<file path="src/rtl/axis_packetizer.sv">
// AXI4-Stream packetizer: forwards beats unchanged and asserts tlast on every
// (cfg_data+1)-th accepted beat; output fully registered behind a 2-entry skid buffer.
module axis_packetizer #(
  parameter int AXIS_TDATA_WIDTH = 32,
  parameter int CNTR_WIDTH       = 16,
  parameter int STS_WIDTH        = 32
) (
  input  logic                        aclk,
  input  logic                        aresetn,
  input  logic [CNTR_WIDTH-1:0]       cfg_data,
  output logic [STS_WIDTH-1:0]        sts_data,
  input  logic [AXIS_TDATA_WIDTH-1:0] s_axis_tdata,
  input  logic                        s_axis_tvalid,
  output logic                        s_axis_tready,
  output logic [AXIS_TDATA_WIDTH-1:0] m_axis_tdata,
  output logic                        m_axis_tvalid,
  input  logic                        m_axis_tready,
  output logic                        m_axis_tlast
);

  localparam logic [CNTR_WIDTH-1:0] CNT_ONE = CNTR_WIDTH'(1);
  localparam logic [STS_WIDTH-1:0]  STS_ONE = STS_WIDTH'(1);

  logic [CNTR_WIDTH-1:0]       cnt_reg;
  logic [CNTR_WIDTH-1:0]       len_reg;
  logic [STS_WIDTH-1:0]        sts_reg;
  logic                        ready_reg;
  logic [AXIS_TDATA_WIDTH-1:0] out_data_reg;
  logic                        out_last_reg;
  logic                        out_valid_reg;
  logic [AXIS_TDATA_WIDTH-1:0] skid_data_reg;
  logic                        skid_last_reg;
  logic                        skid_valid_reg;

  logic                  accept;
  logic                  out_hs;
  logic [CNTR_WIDTH-1:0] eff_len;
  logic                  beat_last;

  assign accept = s_axis_tvalid & ready_reg;
  assign out_hs = out_valid_reg & m_axis_tready;
  // A packet's first beat must use the live cfg_data; len_reg is only valid afterwards.
  assign eff_len   = (cnt_reg == '0) ? cfg_data : len_reg;
  assign beat_last = (cnt_reg == eff_len);

  always_ff @(posedge aclk) begin
    if (!aresetn) begin
      cnt_reg        <= '0;
      len_reg        <= '0;
      sts_reg        <= '0;
      ready_reg      <= 1'b0;
      out_data_reg   <= '0;
      out_last_reg   <= 1'b0;
      out_valid_reg  <= 1'b0;
      skid_data_reg  <= '0;
      skid_last_reg  <= 1'b0;
      skid_valid_reg <= 1'b0;
    end else begin
      if (accept) begin
        if (cnt_reg == '0) len_reg <= cfg_data;
        cnt_reg <= beat_last ? '0 : cnt_reg + CNT_ONE;
      end

      if (out_hs && out_last_reg) sts_reg <= sts_reg + STS_ONE;

      if (!skid_valid_reg) ready_reg <= 1'b1;

      // Skid full implies ready_reg=0, so no accept can coincide with a skid drain.
      if (out_hs && skid_valid_reg) begin
        out_data_reg   <= skid_data_reg;
        out_last_reg   <= skid_last_reg;
        out_valid_reg  <= 1'b1;
        skid_valid_reg <= 1'b0;
        ready_reg      <= 1'b1;
      end else if (accept && (!out_valid_reg || out_hs)) begin
        out_data_reg  <= s_axis_tdata;
        out_last_reg  <= beat_last;
        out_valid_reg <= 1'b1;
      end else if (accept) begin
        skid_data_reg  <= s_axis_tdata;
        skid_last_reg  <= beat_last;
        skid_valid_reg <= 1'b1;
        ready_reg      <= 1'b0;
      end else if (out_hs) begin
        out_valid_reg <= 1'b0;
      end
    end
  end

  assign s_axis_tready = ready_reg;
  assign m_axis_tdata  = out_data_reg;
  assign m_axis_tlast  = out_last_reg;
  assign m_axis_tvalid = out_valid_reg;
  assign sts_data      = sts_reg;

endmodule

</file>
<file path="config.mk">
export PLATFORM = sky130hd
export DESIGN_NAME = axis_packetizer
export DESIGN_NICKNAME = d
export VERILOG_FILES = /design/src/rtl/axis_packetizer.sv
export SDC_FILE = /design/constraint.sdc
export NUM_CORES = 1
export LEC_CHECK = 0
export ABC_AREA = 0
export CAP_MARGIN = 10
export CORE_MARGIN = 10
export CORE_UTILIZATION = 55
export DETAILED_ROUTE_END_ITERATION = 12
export GPL_ROUTABILITY_DRIVEN = 0
export PLACE_DENSITY = 0.85
export SLEW_MARGIN = 20
export SYNTH_ARGS = -nofsm -noshare
export SYNTH_HDL_FRONTEND = slang
export SYNTH_SLANG_ARGS = --single-unit
</file>
<file path="constraint.sdc">
create_clock -name aclk -period 7.9 [get_ports aclk]
set_clock_uncertainty 0.05 [all_clocks]
set_input_delay 1.185 -clock aclk [delete_from_list [all_inputs] [get_ports aclk]]
set_output_delay 1.185 -clock aclk [all_outputs]
set_load 0.02 [all_outputs]
</file>
==> results of run 1 <==
[metrics by stage]
| step | power [mW] | worst slack (ns) | instance area, µm² |
|---|---|---|---|
| after floorplan | 0.7945 | 5.157 | 5898 |
| after global placement | 0.8625 | 4.270 | 7073 |
| after detailed placement | 0.8681 | 4.187 | 7073 |
| after CTS | 1.644 | 4.537 | 7669 |
| after global routing | 1.694 | 4.344 | 7679 |
| final | 1.641 | 4.511 | 7679 |
[final cells by class]
type	count	area share (%)
inverters	19	0.9451
repair buffers	122	15.77
clock inverters	14	2.314
well taps	136	2.216
multi-input cells	495	38.63
flip-flops and latches	133	34.67
clock buffers	18	5.442
[power by group]
part | leakage (nW) | internal, mW | switching [mW] | total [mW]
Clock | 0.278 | 0.484 | 0.302 | 0.785
Sequential | 1.08 | 0.690 | 0.0137 | 0.703
Combinational | 1.53 | 0.0700 | 0.0830 | 0.153
[path summary, 6_finish.rpt]
kind         slack (ns)                      startpoint  cells past startpoint                        endpoint
min reg2reg        0.40  skid_data_reg[19]$_SDFFE_PN0P_                      2  skid_data_reg[19]$_SDFFE_PN0P_
max reg2reg        4.51         cnt_reg[0]$_SDFFE_PN0P_                      8        cnt_reg[15]$_SDFFE_PN0P_
max                4.51         cnt_reg[0]$_SDFFE_PN0P_                      8        cnt_reg[15]$_SDFFE_PN0P_
min                0.40  skid_data_reg[19]$_SDFFE_PN0P_                      2  skid_data_reg[19]$_SDFFE_PN0P_
[cells by family after synthesis]
kind of cell / synth area share (%)
multiplexers: 5.770
adder cells (fa/ha/maj): 0.6365
buffers and inverters: 5.006
XOR/XNOR: 8.019
AND/OR/NAND/NOR: 22.59
AO/OA/AOI/OAI: 12.83
flip-flops: 45.14
[placed cells by master (no fill, tap or decap), drive strengths merged, types with 11 or more instances in the layout]
cell type / instances
a211oi: 34
a21oi: 59
clkbuf: 18
clkdlybuf4s50: 118
dfxtp: 133
inv: 20
mux2i: 34
nand2: 121
nand3: 20
nand4: 20
nor2: 77
o21ai: 11
xnor2: 21
xor2: 33
[routing by layer]
layer,vias up,wire (µm),GRT usage [%]
met3,17,1303,7.384
li1,2559,-,-
met1,2517,6464,23.59
met4,0,151,4.803
met2,201,8048,35.15
met5,-,0,0
[worst max-delay path, stage by stage (launching register included)]
cell	delay, ns
dfxtp_1	0.52
inv_1	0.16
ha_1	0.23
nor4b_2	0.17
and4_1	0.28
a2111oi_1	0.52
o221ai_2	0.20
o41ai_4	0.98
nor2_1	0.10
==> results.json, run 1 <==
{
  "status": "finished clean",
  "leakage_nw": 2.890,
  "cp-end-kind": "register",
  "io_buffers": 118,
  "ys_dominant_reg_cell": "dfxtp_1",
  "power_density_mw_per_mm2": 213.8,
  "track_usage_pct": 20.38,
  "clockRootBuffer": "clkbuf_8",
  "whs_ns": 0.4042,
  "final_core_util_pct": 74.05,
  "setup_viol": 0,
  "timing.fmax_mhz": 295.1,
  "ant_nets": 0,
  "clk_latency_ns": 0.52,
  "drv_cap": 0,
  "synth_area_leader_cell": "dfxtp_1",
  "grt_setup_unrepaired": "false",
  "multiInputGateArea_mm2": 0.002967,
  "coreArea_mm2": 0.01037,
  "layout-drive-gt1-share_pct": 7.241,
  "dp.cells": 905,
  "routedWlPerCell_um": 17.04,
  "postCtsSetupBuffers": 0,
  "cts_tree": "done",
  "start_util_pct": 56.88,
  "synth_enable_flop_cells": 0,
  "synthToLayoutAreaGrowth_pct": 30.19,
  "hp-class": "register to register",
  "die_h_um": 123.6,
  "synth_top_area_share_pct": 45.14,
  "pin_count": 119,
  "hold_violations": 0,
  "dr.pass1.iters": 5,
  "grt_pass1_wl_mm": 25.24,
  "dr.first_iter.drc_count": 374,
  "grt_max_degree": 68,
  "routed_wl_mm": 15.97,
  "maxSlewHeadroom_pct": 28.97,
  "layout_worst_path_cycle_share_pct": 42.90,
  "synthesis.nets": 749,
  "tns_ns": 0,
  "num_vias": 5294,
  "finalNetCount": 843,
  "path_max_fanout": 14,
  "slew_viol_final": 0,
  "diodes": 0,
  "dieArea_mm2": 0.01527,
  "crit_arrival_ns": 3.70,
  "synth_cell_types": 45,
  "yosys_warnings": 0,
  "clkSlewWorstSetupHoldPaths_ns": 0.07,
  "row_count": 37,
  "crit_type": "register to register",
  "cts_inserted_buffers": 17,
  "synth-seq-area-share_pct": 45.14,
  "worst_pin_slew_ns": 1.062,
  "synthArstFlopShare_pct": 0,
  "die_w_um": 123.6,
  "n_fill_cell": 710,
  "final_cells": 937,
  "cts.sinks": 133,
  "hold_buffers": 0,
  "area.sequential_mm2": 0.002663,
  "cts_htree_levels": 4,
  "required_ns": 8.21,
  "postSynthCellCount": 694,
  "ctsResizeCount": 0,
  "critPathLaunchType": "register",
  "netlist_area_mm2": 0.005898,
  "grt_pass1_vias": 5268,
  "synth_common_cells": "dfxtp_1, nand2_1, nor2_1",
  "dp_hpwl_mm": 10.94,
  "fin_crit_ns": 3.389,
  "synth_most_common_cell": "dfxtp_1",
  "syn_area_per_cell_um2": 8.499,
  "drc_errors": 0,
  "max-vdd-ir-drop_mv": 0.1430,
  "clk_path_buf_depth": 2,
  "yosys-top-cells-area": "dfxtp_1, nand2_1, mux2i_1, a21oi_1, xor2_1",
  "antenna_found_initial": 0,
  "vias_per_cell": 5.650,
  "ys_ff_latch": 133,
  "gr-total-overflow": 0
}
No activity file was read; power rests on OpenSTA's default activity.
==> run 2: changes to the inputs <==
Settings changed: CORE_UTILIZATION 55 to 52, PLACE_DENSITY 0.85 to 0.81.
Clock period 7.9 ns to 3.3 ns, I/O delays scaled along.
==> results.json, run 2 (synthesis results as in run 1) <==
{
  "status": "finished clean",
  "final_common_cell": "dfxtp_1",
  "clockRootBuffer": "clkbuf_16",
  "max-vdd-ir-drop_mv": 0.4572,
  "path_cells": "inv_1 > ha_1 > nor4b_2 > and4_1 > a2111oi_1 > o221ai_2 > o41ai_4 > buf_4 > nor2_1",
  "row_count": 38,
  "startpoint": "cnt_reg[0]$_SDFFE_PN0P_",
  "maxSlewHeadroom_pct": 60.31,
  "grt_pass1_wl_mm": 25.61,
  "die_h_um": 126.5,
  "dr.pass1.iters": 5,
  "ctsResizeCount": 0,
  "slew_viol_final": 0,
  "grt_pass1_vias": 5198,
  "finalNetCount": 849,
  "gr-total-overflow": 0,
  "fin_crit_ns": 2.777,
  "power_density_mw_per_mm2": 528.9,
  "tns_ns": 0,
  "dr.first_iter.drc_count": 378,
  "postCtsSetupBuffers": 0,
  "n_fill_cell": 802,
  "setup_viol": 0,
  "crit_type": "register to register",
  "synthToLayoutAreaGrowth_pct": 32.33,
  "design_area_mm2": 0.007805,
  "regToRegEndpoint": "cnt_reg[4]$_SDFFE_PN0P_",
  "coreArea_mm2": 0.01098,
  "drc_errors": 0,
  "critPathCapture": "cnt_reg[4]$_SDFFE_PN0P_",
  "rrSetupSlack_ns": 0.52,
  "route.met3.wl_um": 940,
  "clkSlewWorstSetupHoldPaths_ns": 0.06,
  "cts_tree": "done",
  "cp-end-kind": "register",
  "layout_worst_path_cycle_share_pct": 84.16,
  "cts_inserted_buffers": 17,
  "final_core_util_pct": 71.06,
  "hold_buffers": 0,
  "ant_nets": 0,
  "vias_per_cell": 5.452,
  "routedWlPerCell_um": 16.47,
  "wl_met1_mm": 6.436,
  "multiInputGateArea_mm2": 0.002957,
  "cts.sinks": 133,
  "cpPeakStageDelay_ns": 0.47,
  "worst_pin_slew_ns": 0.5953,
  "path_max_fanout": 14,
  "antenna_found_initial": 0,
  "rr_startpoint": "cnt_reg[0]$_SDFFE_PN0P_",
  "place_area_mm2": 0.007148,
  "leakage_nw": 2.969,
  "mostFrequentLayoutCells": "dfxtp_1, nand2_1, clkdlybuf4s50_1",
  "dieArea_mm2": 0.01600,
  "hold_violations": 0,
  "drv_cap": 0,
  "cp.depth": 9,
  "whs_ns": 0.4031,
  "io_buffers": 118,
  "clk_path_buf_depth": 2,
  "critPathSlowestCell": "dfxtp_1",
  "track_usage_pct": 19.31,
  "grt_max_degree": 68,
  "critPathLaunchType": "register",
  "clk_latency_ns": 0.42,
  "num_vias": 5163,
  "layout-drive-gt1-share_pct": 7.931,
  "crit_arrival_ns": 3.03,
  "power_mw": 4.128,
  "required_ns": 3.55,
  "diodes": 0,
  "pin_count": 119,
  "crit_family": "compound AO/OA/AOI/OAI gates",
  "routed_wl_mm": 15.60,
  "cts_htree_levels": 4,
  "die_w_um": 126.5,
  "start_util_pct": 53.70,
  "top_layer": "met4",
  "area.sequential_mm2": 0.002663,
  "rr_worst_depth": 9,
  "grt_setup_unrepaired": "false",
  "crit_buf_inv": 2,
  "route.met2.wl_mm": 8.021,
  "hp-class": "register to register",
  "timing.fmax_mhz": 360.0,
  "dp_hpwl_mm": 10.94
}
run 2: cell types whose count changed in the layout (fill, tap and decap cells not counted), sizes merged:
cell	previous run	this run
clkinvlp	4	1
inv	20	18
clkinv	6	8
bufinv	3	5
buf	4	10
clkbuf	18	19
run 2: routing by layer:
layer / up-vias / global-route usage [%]
li1: 2575 / -
met1: 2425 / 21.41
met2: 141 / 33.02
met3: 22 / 6.539
met4: 0 / 8.171
met5: - / 0
run 2: area by class of cell:
| class | instances | share of cell area [%] |
|---|---|---|
| Sequential cell | 133 | 34.11 |
| Multi-Input combinational cell | 495 | 37.88 |
| Inverter | 19 | 0.9298 |
| Tap cell | 140 | 2.244 |
| Clock inverter | 13 | 2.613 |
| Clock buffer | 19 | 5.803 |
| Timing Repair Buffer | 128 | 16.42 |
run 2: worst reg2reg max path: cells and delay by family, from the launching register on:
| family | cells | cell delay (ns) |
|---|---|---|
| adders and majority gates | 1 | 0.23 |
| AOI/OAI and AO/OA | 3 | 0.98 |
| buffers and inverters | 2 | 0.42 |
| and+or+nand+nor | 3 | 0.52 |
| DFF | 1 | 0.47 |
run 2: power by group:
part	switching (mW)	internal (mW)	total, mW	leakage (nW)
registers	0.0319	1.65	1.68	1.08
logic	0.195	0.174	0.369	1.57
clock network	0.698	1.38	2.08	0.323
total	0.925	3.20	4.13	2.97
run 2: through the flow:
| stage | std cells | worst slack (ns) |
|---|---|---|
| 6_report | 947 | 0.5226 |
| 5_1_grt | 947 | 0.3973 |
| 4_1_cts | 947 | 0.5332 |
| 3_5_place_dp | 915 | 0.5529 |
| 3_3_place_gp | 915 | 0.7038 |
| 2_1_floorplan | 694 | 0.6242 |
run 2: worst min-delay path by stage:
stage / cells after the start / to / start / slack [ns]
after floorplan: 2 / skid_data_reg[0]$_SDFFE_PN0P_ / skid_data_reg[0]$_SDFFE_PN0P_ / 0.39
after global placement: 2 / skid_data_reg[25]$_SDFFE_PN0P_ / skid_data_reg[25]$_SDFFE_PN0P_ / 0.39
after detailed placement: 2 / skid_data_reg[11]$_SDFFE_PN0P_ / skid_data_reg[11]$_SDFFE_PN0P_ / 0.40
after CTS: 2 / len_reg[5]$_SDFFE_PN0P_ / len_reg[5]$_SDFFE_PN0P_ / 0.40
after global routing: 2 / skid_data_reg[12]$_SDFFE_PN0P_ / skid_data_reg[12]$_SDFFE_PN0P_ / 0.43
final: 2 / skid_data_reg[12]$_SDFFE_PN0P_ / skid_data_reg[12]$_SDFFE_PN0P_ / 0.40
